<file path="src/rtl/seq_det_pkg.sv">
// Shared types and defaults for the serial pattern detector.
package seq_det_pkg;

  localparam int DEF_MAX_LEN = 8;
  localparam int DEF_DIVISOR = 12_500_000;
  localparam int DEF_CNT_W   = 16;

  typedef enum logic [1:0] {
    IDLE = 2'd0,
    RUN  = 2'd1,
    HOLD = 2'd2
  } state_t;

  // A pattern shorter than two bits is meaningless; longer than the shift register cannot be compared.
  function automatic logic len_legal(input int len, input int max_len);
    return (len >= 2) && (len <= max_len);
  endfunction

endpackage

</file>
<file path="src/rtl/tick_gen.sv">
// Bit-sample tick generator: one tick every DIVISOR enabled cycles, phase held while disabled.
module tick_gen
  import seq_det_pkg::*;
#(
  parameter int DIVISOR = DEF_DIVISOR
) (
  input  logic clk,
  input  logic rst,
  input  logic en,
  input  logic clr,
  output logic tick
);

  localparam int TW = (DIVISOR > 1) ? $clog2(DIVISOR) : 1;
  localparam logic [TW-1:0] LAST = TW'(DIVISOR - 1);

  logic [TW-1:0] cnt;

  // Count 0..DIVISOR-1 while enabled; hold the phase when disabled so a pause resumes mid-period.
  always_ff @(posedge clk or posedge rst) begin
    if (rst) begin
      cnt <= '0;
    end else if (clr) begin
      cnt <= '0;
    end else if (en) begin
      cnt <= (cnt == LAST) ? '0 : cnt + 1'b1;
    end
  end

  assign tick = en && (cnt == LAST);

endmodule

</file>
<file path="src/rtl/seq_detect_ctrl.sv">
// Configurable serial pattern detector with run/hold control and a saturating match counter.
module seq_detect_ctrl
  import seq_det_pkg::*;
#(
  parameter int MAX_LEN = DEF_MAX_LEN,
  parameter int DIVISOR = DEF_DIVISOR,
  parameter int CNT_W   = DEF_CNT_W,
  localparam int LEN_W  = $clog2(MAX_LEN) + 1
) (
  input  logic               clk,
  input  logic               rst,
  input  logic               cfg_valid,
  output logic               cfg_ready,
  input  logic [MAX_LEN-1:0] cfg_pattern,
  input  logic [LEN_W-1:0]   cfg_len,
  input  logic               cfg_overlap,
  output logic               cfg_err,
  input  logic               start,
  input  logic               stop,
  input  logic               pause,
  input  logic               count_clr,
  input  logic               inp_stream,
  output logic               match_pulse,
  output logic [CNT_W-1:0]   match_count,
  output logic               busy
);

  localparam int BITS_W = $clog2(MAX_LEN + 1);
  localparam logic [BITS_W-1:0] BITS_FULL = BITS_W'(MAX_LEN);

  state_t state, state_nxt;

  logic [MAX_LEN-1:0] pattern_q;
  logic [LEN_W-1:0]   len_q;
  logic               overlap_q;
  logic               loaded_q;
  logic [MAX_LEN-1:0] shreg_q;
  logic [BITS_W-1:0]  bits_q;
  logic               cfg_err_q;
  logic               match_pulse_q;
  logic [CNT_W-1:0]   count_q;

  logic               cfg_accept;
  logic               cfg_legal;
  logic               start_run;
  logic               tick;
  logic [MAX_LEN-1:0] shreg_shifted;
  logic [BITS_W-1:0]  bits_inc;
  logic [MAX_LEN-1:0] len_mask;
  logic               match_now;

  assign cfg_accept = cfg_valid && cfg_ready;
  assign cfg_legal  = len_legal(int'(cfg_len), MAX_LEN);
  assign start_run  = (state == IDLE) && start && !stop && loaded_q;

  tick_gen #(
    .DIVISOR(DIVISOR)
  ) u_tick_gen (
    .clk (clk),
    .rst (rst),
    .en  (state == RUN),
    .clr (start_run),
    .tick(tick)
  );

  // State register.
  always_ff @(posedge clk or posedge rst) begin
    if (rst) state <= IDLE;
    else     state <= state_nxt;
  end

  // Next state and status outputs; stop always wins over start and pause.
  always_comb begin
    state_nxt = state;
    cfg_ready = 1'b0;
    busy      = 1'b0;
    case (state)
      IDLE: begin
        cfg_ready = 1'b1;
        if (start && loaded_q && !stop) state_nxt = RUN;
      end
      RUN: begin
        busy = 1'b1;
        if (stop)       state_nxt = IDLE;
        else if (pause) state_nxt = HOLD;
      end
      HOLD: begin
        busy = 1'b1;
        if (stop)        state_nxt = IDLE;
        else if (!pause) state_nxt = RUN;
      end
      default: state_nxt = IDLE;
    endcase
  end

  // Shift-and-compare datapath: window mask for the active length and the match decision for this tick.
  always_comb begin
    shreg_shifted = {shreg_q[MAX_LEN-2:0], inp_stream};
    bits_inc      = (bits_q == BITS_FULL) ? bits_q : bits_q + 1'b1;
    len_mask      = '0;
    for (int i = 0; i < MAX_LEN; i++) begin
      len_mask[i] = (i < int'(len_q));
    end
    match_now = tick && (int'(bits_inc) >= int'(len_q)) &&
                (((shreg_shifted ^ pattern_q) & len_mask) == '0);
  end

  // Configuration capture; an illegal length leaves the stored setup untouched and flags an error.
  always_ff @(posedge clk or posedge rst) begin
    if (rst) begin
      pattern_q <= '0;
      len_q     <= '0;
      overlap_q <= 1'b0;
      loaded_q  <= 1'b0;
      cfg_err_q <= 1'b0;
    end else begin
      cfg_err_q <= cfg_accept && !cfg_legal;
      if (cfg_accept && cfg_legal) begin
        pattern_q <= cfg_pattern;
        len_q     <= cfg_len;
        overlap_q <= cfg_overlap;
        loaded_q  <= 1'b1;
      end
    end
  end

  // Shift register and bit history; a non-overlapping match starts the window afresh.
  always_ff @(posedge clk or posedge rst) begin
    if (rst) begin
      shreg_q <= '0;
      bits_q  <= '0;
    end else if (start_run) begin
      shreg_q <= '0;
      bits_q  <= '0;
    end else if (tick) begin
      if (match_now && !overlap_q) begin
        shreg_q <= '0;
        bits_q  <= '0;
      end else begin
        shreg_q <= shreg_shifted;
        bits_q  <= bits_inc;
      end
    end
  end

  // Match pulse lands the cycle after its tick; the counter follows the pulse and clear beats increment.
  always_ff @(posedge clk or posedge rst) begin
    if (rst) begin
      match_pulse_q <= 1'b0;
      count_q       <= '0;
    end else begin
      match_pulse_q <= match_now;
      if (count_clr)                         count_q <= '0;
      else if (match_pulse_q && count_q != '1) count_q <= count_q + 1'b1;
    end
  end

  assign cfg_err     = cfg_err_q;
  assign match_pulse = match_pulse_q;
  assign match_count = count_q;

endmodule

</file>
<file path="config.mk">
export PLATFORM = sky130hd
export DESIGN_NAME = seq_detect_ctrl
export DESIGN_NICKNAME = d
export VERILOG_FILES = /design/src/rtl/seq_det_pkg.sv /design/src/rtl/tick_gen.sv /design/src/rtl/seq_detect_ctrl.sv
export SDC_FILE = /design/constraint.sdc
export NUM_CORES = 1
export LEC_CHECK = 0
export CORE_MARGIN = 2
export CORE_UTILIZATION = 40
export CTS_CLUSTER_DIAMETER = 150
export DETAILED_ROUTE_END_ITERATION = 8
export GPL_TIMING_DRIVEN = 0
export PLACE_DENSITY_LB_ADDON = 0.08
export SETUP_SLACK_MARGIN = 0.2
export SLEW_MARGIN = 30
export SYNTH_ARGS = -nofsm -noshare
export SYNTH_HDL_FRONTEND = slang
export SYNTH_SLANG_ARGS = --single-unit
</file>
<file path="constraint.sdc">
create_clock -name clk -period 3.7 [get_ports clk]
set_input_delay 0.37 -clock clk [delete_from_list [all_inputs] [get_ports clk]]
set_output_delay 0.37 -clock clk [all_outputs]
set_load 0.03 [all_outputs]
</file>
==> run summary <==
Min Tclk post-route = 2717 ps
# IOs = 41
Final period utilization = 73.43%
HP Class = primary input to async pin
Endpoints failing setup = 0
Crit path cell chain = inv_1 -> ha_1 -> nand2_1 -> nor2_1 -> xnor2_1 -> ha_1 -> nand2b_1 -> a2111oi_0 -> a221o_1 -> nor4_2 -> buf_4 -> o32ai_1
CTS resizes = 0
Vias = 2828
Total congestion overflow = 0
Die height = 100.2 um
Top cells by area, synth = dfrtp_1, xor2_1, nor2_1
#FFs+latches synth = 69
Synth Area in Compound Gates = 10.96%
Clk pwr share = 28.8%
WL/cell = 14.66 um
Comb pwr share = 27.8%
Post-Syn Nets = 402
WP buf/inv = 2
Drt pass-1 iters = 4
DP Wirelength = 5.662 mm
Worst reg2reg path startpoint = bits_q[0]
Internal power = 1.493 mW
Top cell type's share of synthesized area = 46.68%
Largest area contributor in the netlist = dfrtp_1
Xor/xnor cell area share of the yosys netlist = 9.709%
Highest clock rate = 368.1 MHz
Startpoint types = register
Worst-path clk slew = 80 ps
DR vias/cell = 5.296
Largest family of logic cells by synthesized area = simple AND/OR/NAND/NOR gates
Main synth FF type = dfrtp_1
Normalized max-slew margin = 63.30%
Max Fanout on Critical Path = 10
Area after DPL = 4258 sq um
DRC viols = 0
# H-tree levels = 3
Worst path arrival time = 2950 ps
Adder-Cell Fraction of Synth Area = 4.060%
Post-route cell area = 4457 sq um
Count of different cell masters after synthesis = 55
Slowest cell on crit path = dfrtp_1
Post-CTS setup buffer count = 0
Nets = 453
PortBufs = 39
Simple-gate portion of the synthesized area = 19.86%
Outcome = complete, no violations
Max-slew violation count = 0
Post-synthesis mux area share = 4.465%
Vias in the first global route = 2745
Most common cell on crit path = ha_1
Most frequent cells in the layout = dfrtp_1, nor2_1, clkdlybuf4s50_1, nand2_1, xor2_1
Switching Fraction = 32.06%
Power per cell area = 493.1 nW/um^2
Overall power = 2.198 mW
Leakage = 1.854 nW
Worst Setup Path Type = register to register
Setup slack after layout = 983.1 ps
Crit path from = bits_q[0]
Most common cell after layout, fill and taps aside = dfrtp_1
Synthesized area per cell = 10.02 sq um
Die Span X = 100.2 um
Seq/Total Area, Yosys = 46.68%
Final Skew = 8.555 ps
Fin. Hold Viols = 0
Worst VDD drop = 159.8 uV
First-pass GRT wire length = 13.43 mm
Num rows = 35
Post-synthesis cell count = 369
Later-pin clock latency in the skew report = 340 ps
Hold_buf cts = 0
Core Box Area = 9109 sq um
Crit-path max cell delay = 400 ps
Synthesis Warnings = 0
Worst path required time = 3930 ps
Setup WS pre-CTS = 988.9 ps
Initial core utilization = 40.60%
Inserted Clock Buffers = 9
GP Congestion = 0.7946
Cell class contributing the biggest share of worst-path delay = compound AO/OA/AOI/OAI gates
Layout area overhead = 20.50%
Largest net degree at the start of global routing = 46
Drt total wl = 7.827 mm
# fillers = 871
Drt initial violations = 133
RSZ-0062 raised after global routing = no
Max_cap viols = 0
Sequential Power Share = 43.4%
Ys async rst share = 100.0%
Slew @ Worst Pin = 550.6 ps
Fraction of layout cells with a size suffix above 1 = 11.11%
Setup TNS = 0 ps
Post-synth EDFFs = 0
Overall global routing resource usage = 16.96%
Die Area = 10030 sq um
Antenna violations before repair = 0
Psw = 0.7046 mW
CTS tree = yes
Clock tree buffer depth = 2
Antenna Cells = 0
Mapped Area = 3699 sq um
Clk root buf = clkbuf_8
Final ANT Viol Nets = 0
Clock sink total = 69
Endpoint type of the worst setup path = register
layout make-up:
| class | count | area, sq um | share of cell area (%) |
|---|---|---|---|
| clock inverter | 1 | 30.03 | 0.6738 |
| buffer | 12 | 71.32 | 1.600 |
| multi-input combinational | 265 | 1814 | 40.71 |
| clock buffer | 13 | 168.9 | 3.790 |
| inverter | 23 | 88.84 | 1.993 |
| tap | 111 | 138.9 | 3.116 |
| timing repair buffer | 40 | 417.9 | 9.377 |
| sequential | 69 | 1727 | 38.74 |
cell usage after synthesis, drive strengths merged, types with 2 or more instances:
library cell,n
a2111oi,3
a211oi,4
a21oi,9
a31oi,2
a41oi,3
and2,4
and3,3
and4,3
buf,9
clkbuf,3
dfrtp,69
ha,12
inv,23
mux2,12
mux2i,3
nand2,28
nand2b,2
nand3,20
nand4,12
nor2,47
nor2b,2
nor3,8
nor4,8
o211ai,3
o21ai,12
o22ai,3
o31ai,2
o32ai,5
xnor2,19
xor2,22
flip-flops by register name, summed over array words and instances (netlist names):
register        flops
loaded_q            1
overlap_q           1
bits_q              4
state               2
pattern_q           8
match_pulse         1
cfg_err             1
u_tick_gen.cnt     24
match_count        16
shreg_q             7
len_q               4
cell families (layout without fill, tap and decap cells):
group,count (synthesis),in the layout
mux,15,15
simple gates,144,144
buf+inv,35,89
fa+ha+maj,12,12
compound gates,53,53
xor+xnor,41,41
flops,69,69
power groups by stage:
stage                     logic, mW  registers, mW  clock network [mW]
after floorplan               0.456          0.949                   0
after global placement        0.602          0.967                   0
after detailed placement      0.618          0.970                   0
after CTS                     0.621          0.956               0.659
after global routing          0.682          0.972               0.691
final                         0.610          0.954               0.633
path summary, 6_finish.rpt:
| check | to | cells after the start | slack (ps) |
|---|---|---|---|
| setup / recovery | shreg_q[3] | 12 | 980 |
| hold / removal | match_count[4] | 2 | 370 |
| setup reg to reg | shreg_q[3] | 12 | 980 |
| hold reg to reg | pattern_q[5] | 1 | 530 |
| max in group asynchronous | pattern_q[4] | 3 | 2790 |
| min in group clk | match_count[10] | 2 | 390 |
stage by stage:
step	utilization [%]	hold WS [ps]	instances
finish	48.93	369.9	534
global route	48.93	382.4	534
global placement	46.41	513.4	519
detailed placement	46.74	516.8	520
CTS	48.93	368.6	534
floorplan	-	470.4	369
layer usage:
metal,track usage [%],up-vias,routed length (um)
met5,0,-,0
met4,8.008,0,184
met3,3.064,15,309
met2,26.23,60,3519
met1,23.12,1350,3814
li1,-,1403,-
worst register-to-register path, stage by stage (launching register included):
cell and delay [ps]:
dfrtp_1 400, inv_1 120, ha_1 160, nand2_1 70
nor2_1 120, xnor2_1 200, ha_1 290, nand2b_1 150
a2111oi_0 390, a221o_1 210, nor4_2 70, buf_4 190
o32ai_1 270
No activity file was read; power rests on OpenSTA's default activity.
